==> src/rtl/pipe_hazard_ctrl_pkg.sv <==
// rtl/pipe_hazard_ctrl_pkg.sv - OTTER opcode/forward-select types and operand-usage decode helpers
package otter_pipe_pkg;

  typedef enum logic [6:0] {
    LUI    = 7'b0110111,
    AUIPC  = 7'b0010111,
    JAL    = 7'b1101111,
    JALR   = 7'b1100111,
    BRANCH = 7'b1100011,
    LOAD   = 7'b0000011,
    STORE  = 7'b0100011,
    OP_IMM = 7'b0010011,
    OP     = 7'b0110011,
    SYSTEM = 7'b1110011
  } opcode_t;

  typedef enum logic [1:0] {
    REGF = 2'b00,
    FEX  = 2'b01,
    FMEM = 2'b10,
    FWB  = 2'b11
  } fwd_sel_t;

  typedef enum logic {
    IDLE  = 1'b0,
    STALL = 1'b1
  } hz_state_t;

  function automatic logic writes_rd(input logic [31:0] ir, input logic vld);
    logic [6:0] op;
    op = ir[6:0];
    return vld && (op != BRANCH) && (op != STORE) && (ir[11:7] != 5'd0);
  endfunction

  // Opcode 0 is the bubble encoding and never reads a register.
  function automatic logic uses_rs1(input logic [31:0] ir);
    logic [6:0] op;
    op = ir[6:0];
    return (op != 7'd0) && (op != LUI) && (op != AUIPC) && (op != JAL);
  endfunction

  function automatic logic uses_rs2(input logic [31:0] ir);
    logic [6:0] op;
    op = ir[6:0];
    return (op == BRANCH) || (op == STORE) || (op == OP);
  endfunction

endpackage

==> src/rtl/pipe_hazard_ctrl_if.sv <==
// rtl/pipe_hazard_ctrl_if.sv - decode/producer inputs and pipeline control outputs of the hazard unit
interface pipe_hazard_ctrl_if #(
  parameter int NUM_PROD = 3
);
  logic [31:0]            dec_ir;
  logic [32*NUM_PROD-1:0] prod_ir;
  logic [NUM_PROD-1:0]    prod_vld;
  logic                   flush;
  logic                   pc_write;
  logic                   dec_en;
  logic                   ex_clear;
  logic [1:0]             fwd_a_sel;
  logic [1:0]             fwd_b_sel;
  logic                   stall;

  modport master (
    output dec_ir, prod_ir, prod_vld, flush,
    input  pc_write, dec_en, ex_clear, fwd_a_sel, fwd_b_sel, stall
  );

  modport slave (
    input  dec_ir, prod_ir, prod_vld, flush,
    output pc_write, dec_en, ex_clear, fwd_a_sel, fwd_b_sel, stall
  );
endinterface

==> src/rtl/pipe_hazard_ctrl_match.sv <==
// rtl/pipe_hazard_ctrl_match.sv - one producer stage versus the DEC instruction's source registers
module hazard_match
  import otter_pipe_pkg::*;
(
  input  logic [31:0] dec_ir,
  input  logic [31:0] prod_ir,
  input  logic        prod_vld,
  output logic        match_a,
  output logic        match_b,
  output logic        is_load
);
  logic wr;

  assign wr      = writes_rd(prod_ir, prod_vld);
  assign match_a = wr && uses_rs1(dec_ir) && (prod_ir[11:7] == dec_ir[19:15]);
  assign match_b = wr && uses_rs2(dec_ir) && (prod_ir[11:7] == dec_ir[24:20]);
  assign is_load = (prod_ir[6:0] == LOAD);
endmodule

==> src/rtl/pipe_hazard_ctrl.sv <==
// rtl/pipe_hazard_ctrl.sv - OTTER data-hazard controller: forwarding selects or counted stall
// Optional stall statistics counter enabled by defining HAZARD_STATS_EN.
module pipe_hazard_ctrl
  import otter_pipe_pkg::*;
#(
  parameter int NUM_PROD = 3,
  parameter int FWD_EN   = 1,
  parameter int STAT_W   = 16
) (
  input  logic              clk,
  input  logic              rst,
`ifdef HAZARD_STATS_EN
  output logic [STAT_W-1:0] stall_cycles,
`endif
  pipe_hazard_ctrl_if.slave hz
);
  logic [2:0] m_a, m_b, ld;
  logic [1:0] need, cnt, cnt_n;
  logic       load_use, stall_c;
  fwd_sel_t   sel_a, sel_b, fa, fb;
  hz_state_t  state, state_n;

  // Stages beyond NUM_PROD are tied off so they can never match.
  for (genvar i = 0; i < 3; i++) begin : g_prod
    if (i < NUM_PROD) begin : g_on
      hazard_match u_match (
        .dec_ir  (hz.dec_ir),
        .prod_ir (hz.prod_ir[32*i +: 32]),
        .prod_vld(hz.prod_vld[i]),
        .match_a (m_a[i]),
        .match_b (m_b[i]),
        .is_load (ld[i])
      );
    end else begin : g_off
      assign m_a[i] = 1'b0;
      assign m_b[i] = 1'b0;
      assign ld[i]  = 1'b0;
    end
  end

  always_comb begin
    sel_a    = REGF;
    sel_b    = REGF;
    need     = 2'd0;
    load_use = 1'b0;
    if (FWD_EN != 0) begin
      // A load in EX has no data yet, so its forward is dropped and a single stall waits it into MEM.
      load_use = ld[0] && (m_a[0] || m_b[0]);
      if (m_a[0] && !ld[0]) sel_a = FEX;
      else if (m_a[1])      sel_a = FMEM;
      else if (m_a[2])      sel_a = FWB;
      if (m_b[0] && !ld[0]) sel_b = FEX;
      else if (m_b[1])      sel_b = FMEM;
      else if (m_b[2])      sel_b = FWB;
      need = load_use ? 2'd1 : 2'd0;
    end else begin
      for (int i = NUM_PROD - 1; i >= 0; i--) begin
        if (m_a[i] || m_b[i]) need = 2'(NUM_PROD - i);
      end
    end
  end

  always_comb begin
    state_n       = state;
    cnt_n         = cnt;
    stall_c       = 1'b0;
    fa            = REGF;
    fb            = REGF;
    hz.pc_write   = 1'b1;
    hz.dec_en     = 1'b1;
    hz.ex_clear   = 1'b0;
    if (rst) begin
      state_n = IDLE;
      cnt_n   = 2'd0;
    end else if (flush_active()) begin
      hz.ex_clear = 1'b1;
      fa          = sel_a;
      fb          = sel_b;
      state_n     = IDLE;
      cnt_n       = 2'd0;
    end else begin
      case (state)
        IDLE: begin
          fa = sel_a;
          fb = sel_b;
          if (need != 2'd0) begin
            stall_c = 1'b1;
            if (need > 2'd1) begin
              cnt_n   = need - 2'd1;
              state_n = STALL;
            end
          end
        end
        STALL: begin
          stall_c = 1'b1;
          cnt_n   = cnt - 2'd1;
          if (cnt == 2'd1) state_n = IDLE;
        end
        default: state_n = IDLE;
      endcase
      if (stall_c) begin
        hz.pc_write = 1'b0;
        hz.dec_en   = 1'b0;
        hz.ex_clear = 1'b1;
      end
    end
  end

  function automatic logic flush_active();
    return hz.flush;
  endfunction

  assign hz.stall     = stall_c;
  assign hz.fwd_a_sel = fa;
  assign hz.fwd_b_sel = fb;

  always_ff @(posedge clk) begin
    if (rst) begin
      state <= IDLE;
      cnt   <= 2'd0;
    end else begin
      state <= state_n;
      cnt   <= cnt_n;
    end
  end

`ifdef HAZARD_STATS_EN
  always_ff @(posedge clk) begin
    if (rst)                                  stall_cycles <= '0;
    else if (stall_c && (stall_cycles != '1)) stall_cycles <= stall_cycles + 1'b1;
  end
`else
  logic [STAT_W-1:0] unused_stat_w;
  assign unused_stat_w = '0;
`endif
endmodule

==> src/flat_wrapper.sv <==
// flat-port wrapper written by rule: the top's interface ports become plain ports
module pipe_hazard_ctrl_flat import otter_pipe_pkg::*;
#(
  parameter int NUM_PROD = 3,
  parameter int FWD_EN   = 1,
  parameter int STAT_W   = 16
)
  (clk, rst, hz_dec_ir, hz_prod_ir, hz_prod_vld, hz_flush, hz_pc_write, hz_dec_en, hz_ex_clear, hz_fwd_a_sel, hz_fwd_b_sel, hz_stall);
  pipe_hazard_ctrl_if #(.NUM_PROD(NUM_PROD)) hz_i ();
  input  logic clk;
  input  logic rst;
  input wire logic [$bits(hz_i.dec_ir)-1:0] hz_dec_ir;
  input wire logic [$bits(hz_i.prod_ir)-1:0] hz_prod_ir;
  input wire logic [$bits(hz_i.prod_vld)-1:0] hz_prod_vld;
  input wire logic [$bits(hz_i.flush)-1:0] hz_flush;
  output wire logic [$bits(hz_i.pc_write)-1:0] hz_pc_write;
  output wire logic [$bits(hz_i.dec_en)-1:0] hz_dec_en;
  output wire logic [$bits(hz_i.ex_clear)-1:0] hz_ex_clear;
  output wire logic [$bits(hz_i.fwd_a_sel)-1:0] hz_fwd_a_sel;
  output wire logic [$bits(hz_i.fwd_b_sel)-1:0] hz_fwd_b_sel;
  output wire logic [$bits(hz_i.stall)-1:0] hz_stall;
  assign hz_i.dec_ir = hz_dec_ir;
  assign hz_i.prod_ir = hz_prod_ir;
  assign hz_i.prod_vld = hz_prod_vld;
  assign hz_i.flush = hz_flush;
  assign hz_pc_write = hz_i.pc_write;
  assign hz_dec_en = hz_i.dec_en;
  assign hz_ex_clear = hz_i.ex_clear;
  assign hz_fwd_a_sel = hz_i.fwd_a_sel;
  assign hz_fwd_b_sel = hz_i.fwd_b_sel;
  assign hz_stall = hz_i.stall;
  pipe_hazard_ctrl #(.NUM_PROD(NUM_PROD), .FWD_EN(FWD_EN), .STAT_W(STAT_W)) u_core (.clk(clk), .rst(rst), .hz(hz_i));
endmodule
==> config.mk <==
export PLATFORM = sky130hd
export DESIGN_NAME = pipe_hazard_ctrl_flat
export DESIGN_NICKNAME = d
export VERILOG_FILES = /design/src/rtl/pipe_hazard_ctrl_pkg.sv /design/src/rtl/pipe_hazard_ctrl_if.sv /design/src/rtl/pipe_hazard_ctrl_match.sv /design/src/rtl/pipe_hazard_ctrl.sv /design/src/flat_wrapper.sv
export SDC_FILE = /design/constraint.sdc
export NUM_CORES = 1
export LEC_CHECK = 0
export CORE_ASPECT_RATIO = 1.4
export CORE_UTILIZATION = 21
export DETAILED_ROUTE_END_ITERATION = 12
export PLACE_DENSITY_LB_ADDON = 0.05
export SYNTH_ARGS = -nofsm -noshare
export SYNTH_HDL_FRONTEND = slang
export SYNTH_SLANG_ARGS = --single-unit
==> constraint.sdc <==
create_clock -name clk -period 1.9 [get_ports clk]
set_input_delay 0.285 -clock clk [delete_from_list [all_inputs] [get_ports clk]]
set_output_delay 0.285 -clock clk [all_outputs]
set_load 0.02 [all_outputs]
==> results.md <==
* result of the run: complete, but fails checks
* violations in the final reports: setup timing
* number of rows in the core area: 26
* net switching power: 0.0001770 W
* portion of the post-synthesis area used by sequential elements: 7.442%
* Layout Nets: 341
* LEAKAGE: 0.8245 nW
* overall die area: 4098 µm²
* Starting DRT DRC Count: 4
* Slew Limit Fails: 0
* IR drop worst, VDD: 0.0003145 V
* final core utilization: 54.63%
* routed length per placed instance: 13.87 µm
* via count of the first global-routing pass: 1218
* Clock Sinks: 3
* Reg2Reg Depth: 2
* total DRC errors in the routed layout: 0
* highest clock rate: 0.4862 GHz
* count of buffer and inverter cells on the critical path: 3
* combinational power share: 58.3%
* number of synthesis warnings: 0
* clock insertion delay at the later pin of the skew report: 0.21 ns
* total clock buffers created by CTS: 3
* Post-Route Skew: 0.001667 ns
* max-cap viol count: 0
* worst hold path class: register to register
* area of combinational cells with multiple inputs: 959.7 µm²
* floorplan core area: 3676 µm²
* Power per Cell Area: 293.9 nW/µm²
* switching share of total power: 30.00%
* Crit. End Element: primary output
* port buffer count: 64
* maximum clock path buffer count: 2
* number of top-level pins: 142
* largest cells by area after synthesis: xnor2_1, xor2_1, dfxtp_1
* htree depth: 1
* clock-pin transition on the worst setup and hold timing paths: 0.03 ns
* share of the cycle needed by the critical path after routing: 108.2%
* minimum clock period: 2.057 ns
* Cells after Synth: 105
* root buffer selected by CTS: clkbuf_8
* tightest hold margin: 0.5264 ns
* number of iterations in the first detailed-routing pass: 2
* PnR Total Power: 0.0005901 W
* number of antenna violations at the first check in global routing: 0
* Final TNS setup: -0.5794 ns
* number of vias per cell: 4.713
* width of the die: 54.39 µm
* data arrival time of the critical path: 1.77 ns
* number of register bits inferred by synthesis: 3
* CP peak stage delay: 0.55 ns
* worst slew pin tran: 0.3668 ns
* part of the power in the clock network: 31.0%
* pin count of the biggest net entering global routing: 10
* cts-stage hold buffer count: 0
* category of cells accounting for the largest share of critical-path delay: buffers and inverters
* share of post-route cells with drive strength above 1: 56.10%
* overall overflow remaining after global route: 0
* cell breakdown of the critical path: dlygate4sd2_1 -> o211ai_4 -> buf_4 -> or4_4 -> a211oi_4 -> buf_6
* internal power summed over all cells: 0.0004131 W
* crit path launch type: primary input
* Hold Vio Cnt, Final: 0
* critical path type: primary input to primary output
* top cell type by total area after synthesis: xnor2_1
* synthesized cell area: 807.0 µm²
* tightest slew margin relative to the limit: 75.52%
* area overhead of the layout relative to synthesis: 148.8%
* smallest setup slack after layout: -0.1566 ns
* CTS tree: yes
* average cell area after synthesis: 7.686 µm²
* Final setup viols: 7
* async set or reset register ratio after synthesis: 0%
* number of flops mapped to enable cells by yosys: 0
* Initial Util: 21.95%
* placed wire-length estimate after detailed placement: 2911 µm
* sum of routed wire length over all layers: 3427 µm
* Yosys top cell area share: 21.71%
* unrepaired setup endpoints after global routing: true
* Routability Congestion: 0.8486
* wire length of the first global-routing pass: 5099 µm
* vias post-DR: 1164
* residual antenna-violating net count after detailed routing: 0
* post-route insts no fill: 247
* vertical die dimension: 75.35 µm
* overall track demand over capacity in global routing: 17.28%
* distinct cell type count after synthesis: 38
* Sequential cell area: 60.06 µm²
* worst hold path cell count: 2
* Mapped Nets: 240
* number of inserted diodes: 0
* highest-delay cell along the critical path: or4_4
* top flip-flop cell by instance count after synthesis: dfxtp_1
* power share of the sequential group: 10.8%
* Critical Path RT: 1.62 ns
* cell count after placement: 238
* critical path depth: 6
* CP Max Fanout: 3
* fill cell total of the finished layout: 358
-- per-stage QoR --
step / cell area, µm² / setup WS, ns
floorplan: 819.5 / 0.003276
global placement: 1719 / -1.042
detailed placement: 1719 / -1.105
CTS: 1962 / -0.1993
global route: 2008 / -0.2269
finish: 2008 / -0.1566
-- worst register-to-register path: stages, from the launching register on --
cell     delay (ns)
dfxtp_1        0.53
mux2i_1        0.24
nor3_1         0.05
-- cells by family (layout without fill, tap and decap cells) --
| kind of cell | count (synthesis) | after routing | share of synthesized area (%) |
|---|---|---|---|
| buffers and inverters | 4 | 104 | 2.326 |
| AOI/OAI and AO/OA | 17 | 17 | 17.67 |
| muxes | 1 | 1 | 1.240 |
| and+or+nand+nor | 48 | 48 | 36.13 |
| DFF | 3 | 3 | 7.442 |
| xor gates and xnor gates | 31 | 31 | 33.64 |
| adders and majority gates | 1 | 1 | 1.550 |
-- area by class of cell --
cell class / count / area share, %
multi-input combinational: 98 / 47.79
timing repair buffer: 98 / 43.99
sequential: 3 / 2.991
tap: 42 / 2.617
clock buffer: 4 / 2.243
inverter: 2 / 0.3738
-- power groups by stage --
stage	logic, W	registers [W]	clock network [W]
global placement	0.000301	0.0000643	0
finish	0.000344	0.0000635	0.000183
floorplan	0.0000925	0.0000643	0
CTS	0.000332	0.0000635	0.000189
detailed placement	0.000302	0.0000643	0
global route	0.000368	0.0000634	0.000191
-- Yosys cell counts, types with 3 or more instances --
library cell	count
nor2_1	5
nand3_1	8
nand2_1	5
nor3_1	9
xnor2_1	20
a21oi_1	3
nor4b_1	3
or4_1	5
dfxtp_1	3
xor2_1	11
-- final timing paths --
| path | from | endpoint | slack, ns |
|---|---|---|---|
| worst max register to register | u_core.state | u_core.cnt[1] | 0.97 |
| worst min register to register | u_core.cnt[1] | u_core.cnt[1] | 0.53 |
| worst min-delay path | u_core.cnt[1] | u_core.cnt[1] | 0.53 |
| worst max-delay path | hz_prod_ir[39] | hz_fwd_a_sel[1] | -0.16 |
-- routing by layer --
metal,global-route usage [%],part of all wire [%]
met5,0,0
met4,6.838,1.4
met3,0.9980,4.6
met2,34.96,58
met1,17.30,36
-- cells in the final DEF, fill, tap and decap left out, drive strengths merged, types with 3 or more instances in the layout --
cell	count
nor2	5
or4	6
nor4b	3
xor2	11
dfxtp	3
nor3	9
nand3	9
nand2	5
clkdlybuf4s50	7
a21oi	3
clkdlybuf4s15	9
buf	66
dlygate4sd2	10
clkbuf	9
xnor2	20
-- flip-flops by register name (all words and copies together) (netlist names) --
register / flops
u_core.state: 1
u_core.cnt: 2
-- repair_timing --
item / CTS / global route
endpoints found under the setup margin: 8 / 8
pin swaps: 35 / 17
cloned: 0 / 0
resized for setup: 231 / 21
setup buffers: 5 / 1
hold endpoints to repair: 0 / 0
Note: power is estimated with default switching activity, not from simulation.
